--- src/rtl/alu_div32.sv ---
// alu_div32: 32-bit iterative restoring divider, quotient on out, remainder on out0.
// Optional macro ALU_DIV_SIGNED_EN: op1[0] selects signed (truncating) division;
// without it all division is unsigned and op1 is ignored.
module alu_div32 (
  input  logic        clk,
  input  logic        rst_n,
  input  logic        start,
  input  logic [3:0]  op1,
  input  logic [31:0] in0,
  input  logic [31:0] in1,
  output logic        busy,
  output logic        done,
  output logic [31:0] out,
  output logic [31:0] out0,
  output logic        zero,
  output logic        N,
  output logic        overflow
);

  localparam logic [1:0] IDLE = 2'd0, CALC = 2'd1, FIX = 2'd2;

  logic [1:0]  state, state_nxt;
  logic [5:0]  cnt;
  logic [31:0] quo, rem, dvs;
  logic        dz, sov;
  logic        accept, dz_in, sov_in;
  logic [31:0] a_mag, b_mag, q_fin, r_fin, res_q, res_r;
  logic [32:0] shifted, diff;
  logic        unused_op1;

  assign unused_op1 = ^op1;
  assign accept     = (state == IDLE) && start;
  assign dz_in      = (in1 == 32'd0);

`ifdef ALU_DIV_SIGNED_EN
  logic sgn, neg_q, neg_r;
  assign sgn    = op1[0];
  assign a_mag  = (sgn && in0[31]) ? -in0 : in0;
  assign b_mag  = (sgn && in1[31]) ? -in1 : in1;
  assign sov_in = sgn && (in0 == 32'h8000_0000) && (in1 == 32'hFFFF_FFFF);
  assign q_fin  = neg_q ? -quo : quo;
  assign r_fin  = neg_r ? -rem : rem;

  // capture result signs with the operands
  always_ff @(posedge clk or negedge rst_n) begin
    if (!rst_n) begin
      neg_q <= 1'b0;
      neg_r <= 1'b0;
    end else if (accept) begin
      neg_q <= sgn && (in0[31] ^ in1[31]);
      neg_r <= sgn && in0[31];
    end
  end
`else
  assign a_mag  = in0;
  assign b_mag  = in1;
  assign sov_in = 1'b0;
  assign q_fin  = quo;
  assign r_fin  = rem;
`endif

  // one restoring step: shift next dividend bit into the partial remainder
  assign shifted = {rem, quo[31]};
  assign diff    = shifted - {1'b0, dvs};

  // final values; bypass cases override the iterative result
  always_comb begin
    res_q = q_fin;
    res_r = r_fin;
    if (dz) begin
      res_q = 32'hFFFF_FFFF;
      res_r = quo;               // raw dividend kept in quo on divide-by-zero
    end else if (sov) begin
      res_q = 32'h8000_0000;
      res_r = 32'd0;
    end
  end

  // state register
  always_ff @(posedge clk or negedge rst_n) begin
    if (!rst_n) state <= IDLE;
    else        state <= state_nxt;
  end

  // next-state logic; exceptional cases skip the iterations
  always_comb begin
    state_nxt = state;
    case (state)
      IDLE:    if (start) state_nxt = (dz_in || sov_in) ? FIX : CALC;
      CALC:    if (cnt == 6'd31) state_nxt = FIX;
      FIX:     state_nxt = IDLE;
      default: state_nxt = IDLE;
    endcase
  end

  // FSM outputs
  always_comb begin
    busy = (state != IDLE);
  end

  // operand capture and shift-subtract iterations
  always_ff @(posedge clk or negedge rst_n) begin
    if (!rst_n) begin
      cnt <= 6'd0;
      quo <= 32'd0;
      rem <= 32'd0;
      dvs <= 32'd0;
      dz  <= 1'b0;
      sov <= 1'b0;
    end else if (accept) begin
      cnt <= 6'd0;
      rem <= 32'd0;
      dvs <= b_mag;
      quo <= dz_in ? in0 : a_mag;
      dz  <= dz_in;
      sov <= sov_in;
    end else if (state == CALC) begin
      cnt <= cnt + 6'd1;
      if (!diff[32]) begin
        rem <= diff[31:0];
        quo <= {quo[30:0], 1'b1};
      end else begin
        rem <= shifted[31:0];
        quo <= {quo[30:0], 1'b0};
      end
    end
  end

  // result registers update together in FIX and hold until the next one
  always_ff @(posedge clk or negedge rst_n) begin
    if (!rst_n) begin
      done     <= 1'b0;
      out      <= 32'd0;
      out0     <= 32'd0;
      zero     <= 1'b0;
      N        <= 1'b0;
      overflow <= 1'b0;
    end else begin
      done <= (state == FIX);
      if (state == FIX) begin
        out      <= res_q;
        out0     <= res_r;
        zero     <= (res_q == 32'd0);
        N        <= res_q[31];
        overflow <= dz | sov;
      end
    end
  end

endmodule

--- config.mk ---
export PLATFORM = sky130hd
export DESIGN_NAME = alu_div32
export DESIGN_NICKNAME = d
export VERILOG_FILES = /design/src/rtl/alu_div32.sv
export SDC_FILE = /design/constraint.sdc
export NUM_CORES = 1
export LEC_CHECK = 0
export CAP_MARGIN = 20
export CORE_AREA = 4 4 150 152
export CTS_BUF_LIST = sky130_fd_sc_hd__clkbuf_8
export DETAILED_ROUTE_END_ITERATION = 8
export DIE_AREA = 0 0 154 156
export GPL_ROUTABILITY_DRIVEN = 0
export GPL_TIMING_DRIVEN = 0
export HOLD_SLACK_MARGIN = 0.1
export PLACE_DENSITY = 0.73
export SLEW_MARGIN = 20
export SYNTH_ARGS = -nofsm -noshare
export SYNTH_HDL_FRONTEND = slang
export SYNTH_SLANG_ARGS = --single-unit
--- constraint.sdc ---
create_clock -name clk -period 8.6 [get_ports clk]
set_clock_uncertainty 0.1 [all_clocks]
set_input_delay 1.29 -clock clk [delete_from_list [all_inputs] [get_ports clk]]
set_output_delay 1.29 -clock clk [all_outputs]
set_load 0.005 [all_outputs]
==> results.ini <==
[yosys]
yosys.area_share.simple_pct = 20.37
ys_seq_area_share_pct = 46.89
async_reset_ff_share_pct = 100.0
synthMuxAreaShare_pct = 3.817
yosysWarnings = 0
synth_edf_count = 0
yosysUniqueCellTypes = 62
postSynthCellCount = 1046
syn-cell-area_sq_mm = 0.009179
synth_nets = 1151
ys_ff_latch = 172
avgSynthCellArea_sq_um = 8.775
synth_compound_area_share_pct = 16.67
synth_top_family_by_area = simple AND/OR/NAND/NOR gates
synth-xor-area-share_pct = 2.835
synth_ff_type = dfrtp_1
synth_fa_ha_area_share_pct = 4.716

[placement]
numPortBuffers = 135
placed_cell_area_sq_mm = 0.01093
dpl.hpwl_um = 20890
dp_slack_ns = 4.575

[layout]
antenna_cells = 0
drive_gt1_share_pct = 4.033
final_common_cell = nand2_1
area.growth.synth_to_final_pct = 23.80
num-nets-final = 1307
fill_cells = 1966
most-common-layout-cells = nand2_1 (194), dfrtp_1 (172), clkdlybuf4s50_1 (134)
finish.instance_area_sq_mm = 0.01136

[pwr]
power_density_mw_per_mm2 = 425.5
p_leak_nw = 4.976
ir_drop_uv = 190.1

[timing]
tightest_slew_ns = 0.8046
hold_viol_final = 0
report.final.slew_viol_count = 0
rsz0062_at_grt = false
slew_headroom_pct = 46.36
period_minus_slack_ns = 4.117
setup_ws_ns = 4.483
min_period_over_period_pct = 47.87
setup_violations = 0
fmax_ghz = 0.2429

[global_route]
grt_pass1_vias = 8090
grtUsageTotal_pct = 22.60
grt_max_degree = 70
grt_pass1_wl_um = 43610
antenna_found_initial = 0
grt_overflow = 0

[cts]
clockBufferDepth = 2
cts-buffers-inserted = 17
cts_setup_buffers = 0
cts_hold_buf = 0
post_cts_resized = 0
clkTransAtPathRegs_ns = 0.11
clock_sinks = 172
root_buffer = clkbuf_8
cts_tree = built
clk_latency_ns = 0.48
htreeDepth = 4

[detailed_routing]
drc_errors = 0
routed_wl_um = 27170
viasPerCell = 5.655
drt_first_pass_iters = 7
wl_per_cell_um = 18.23
num_vias = 8426
postRouteAntennaNets = 0
drtIter0Drc = 613

[run]
maxCapViolCount = 0

[setup_path]
worstSetupPathType = register to register
critPathMaxFanout = 10
required_ns = 8.91
cp-start-kind = register
arrival_ns = 4.42
end_kind = register

[die]
start_util_pct = 43.66
die_area_sq_mm = 0.02402
fp.dieW_um = 154
coreArea_sq_mm = 0.02102
die_h_um = 156
rows = 53
ios = 140

[hold_path]
hold_class = register to register

[status]
outcome = finished clean

==> metal layers <==
layer / share of wire (%) / global-route usage [%] / up-vias / wire length (um)
li1: - / - / 4001 / -
met1: 45 / 31.86 / 4019 / 12160
met2: 46 / 35.40 / 366 / 12370
met3: 7.6 / 4.688 / 40 / 2068
met4: 2.1 / 6.728 / 0 / 569
met5: 0 / 0 / - / 0
==> logic make-up after synthesis <==
group / count (synthesis)
multiplexers: 35
AO/OA/AOI/OAI: 250
adder cells (fa/ha/maj): 34
AND/OR/NAND/NOR: 417
flip-flops: 172
XOR/XNOR: 28
buffers and inverters: 110
==> stage by stage <==
step                      hold WS, ns  instances  util [%]  power [mW]  TNS (ns)
after floorplan                0.3523       1046         -       3.224         0
after global placement         0.3628       1456     51.73       4.110   -150.77
after detailed placement       0.3683       1458     52.01       4.196         0
after CTS                      0.3940       1490     54.06       4.809         0
after global routing           0.4116       1490     54.06       5.237         0
final                          0.3883       1490     54.06       4.835         0
==> layout make-up <==
class	instances	area, sq um	share of cell area (%)
Buffer	68	274.0	2.411
Clock buffer	17	234.0	2.059
Clock inverter	15	195.2	1.718
Inverter	42	157.7	1.387
Multi-Input combinational cell	764	4443	39.10
Sequential cell	172	4304	37.88
Tap cell	275	344.1	3.028
Timing Repair Buffer	137	1411	12.42
==> path summary, 6_finish.rpt <==
kind / from / endpoint / slack [ns] / cells after the start
max in group asynchronous: rst_n / r_fin[19] / 6.81 / 3
min in group asynchronous: rst_n / out[8] / 0.58 / 1
max: q_fin[31] / r_fin[24] / 4.48 / 14
min reg2reg: out[12] / out[12] / 0.39 / 2
max reg2reg: q_fin[31] / r_fin[24] / 4.48 / 14
min: out[12] / out[12] / 0.39 / 2
==> state kept, by name, summed over array words and instances (netlist names), 2 cells and up <==
| name | flops |
|---|---|
| state | 2 |
| out0 | 32 |
| dvs | 32 |
| cnt | 6 |
| q_fin | 32 |
| out | 32 |
| r_fin | 32 |
==> critical path, cell delays in order (launching register included) <==
cell,delay (ns)
dfrtp_1,0.45
inv_1,0.14
ha_1,0.21
inv_1,0.06
fa_1,0.40
a21o_1,0.20
a221oi_2,0.35
a21oi_2,0.18
o221ai_1,0.33
nand3_1,0.27
a221oi_4,0.43
xnor2_2,0.32
buf_2,0.36
nand3_1,0.13
nand3_1,0.12
==> where the power goes <==
group / internal [mW] / switching (mW) / total (mW) / leakage, nW
Combinational: 1.15 / 1.57 / 2.71 / 2.59
Sequential: 1.17 / 0.344 / 1.51 / 2.17
Clock: 0.252 / 0.356 / 0.608 / 0.216
==> Yosys cell counts (all sizes together), types with 5 or more instances <==
| master | count | area, sq um |
|---|---|---|
| mux2i | 35 | 350.3 |
| clkbuf | 53 | 198.9 |
| nor4 | 16 | 100.1 |
| xnor2 | 17 | 156.4 |
| nand4 | 9 | 56.30 |
| o21a | 8 | 60.06 |
| a22oi | 32 | 240.2 |
| o21ai | 126 | 630.6 |
| a31oi | 6 | 37.54 |
| nand2 | 194 | 728.2 |
| buf | 15 | 75.07 |
| and3 | 5 | 31.28 |
| a21o | 12 | 90.09 |
| nor2 | 51 | 191.4 |
| inv | 42 | 157.7 |
| nand3 | 106 | 530.5 |
| xor2 | 11 | 103.9 |
| dfrtp | 172 | 4304 |
| ha | 33 | 412.9 |
| nor3 | 13 | 65.06 |
| a21oi | 32 | 163.9 |
Note: power is estimated with default switching activity, not from simulation.
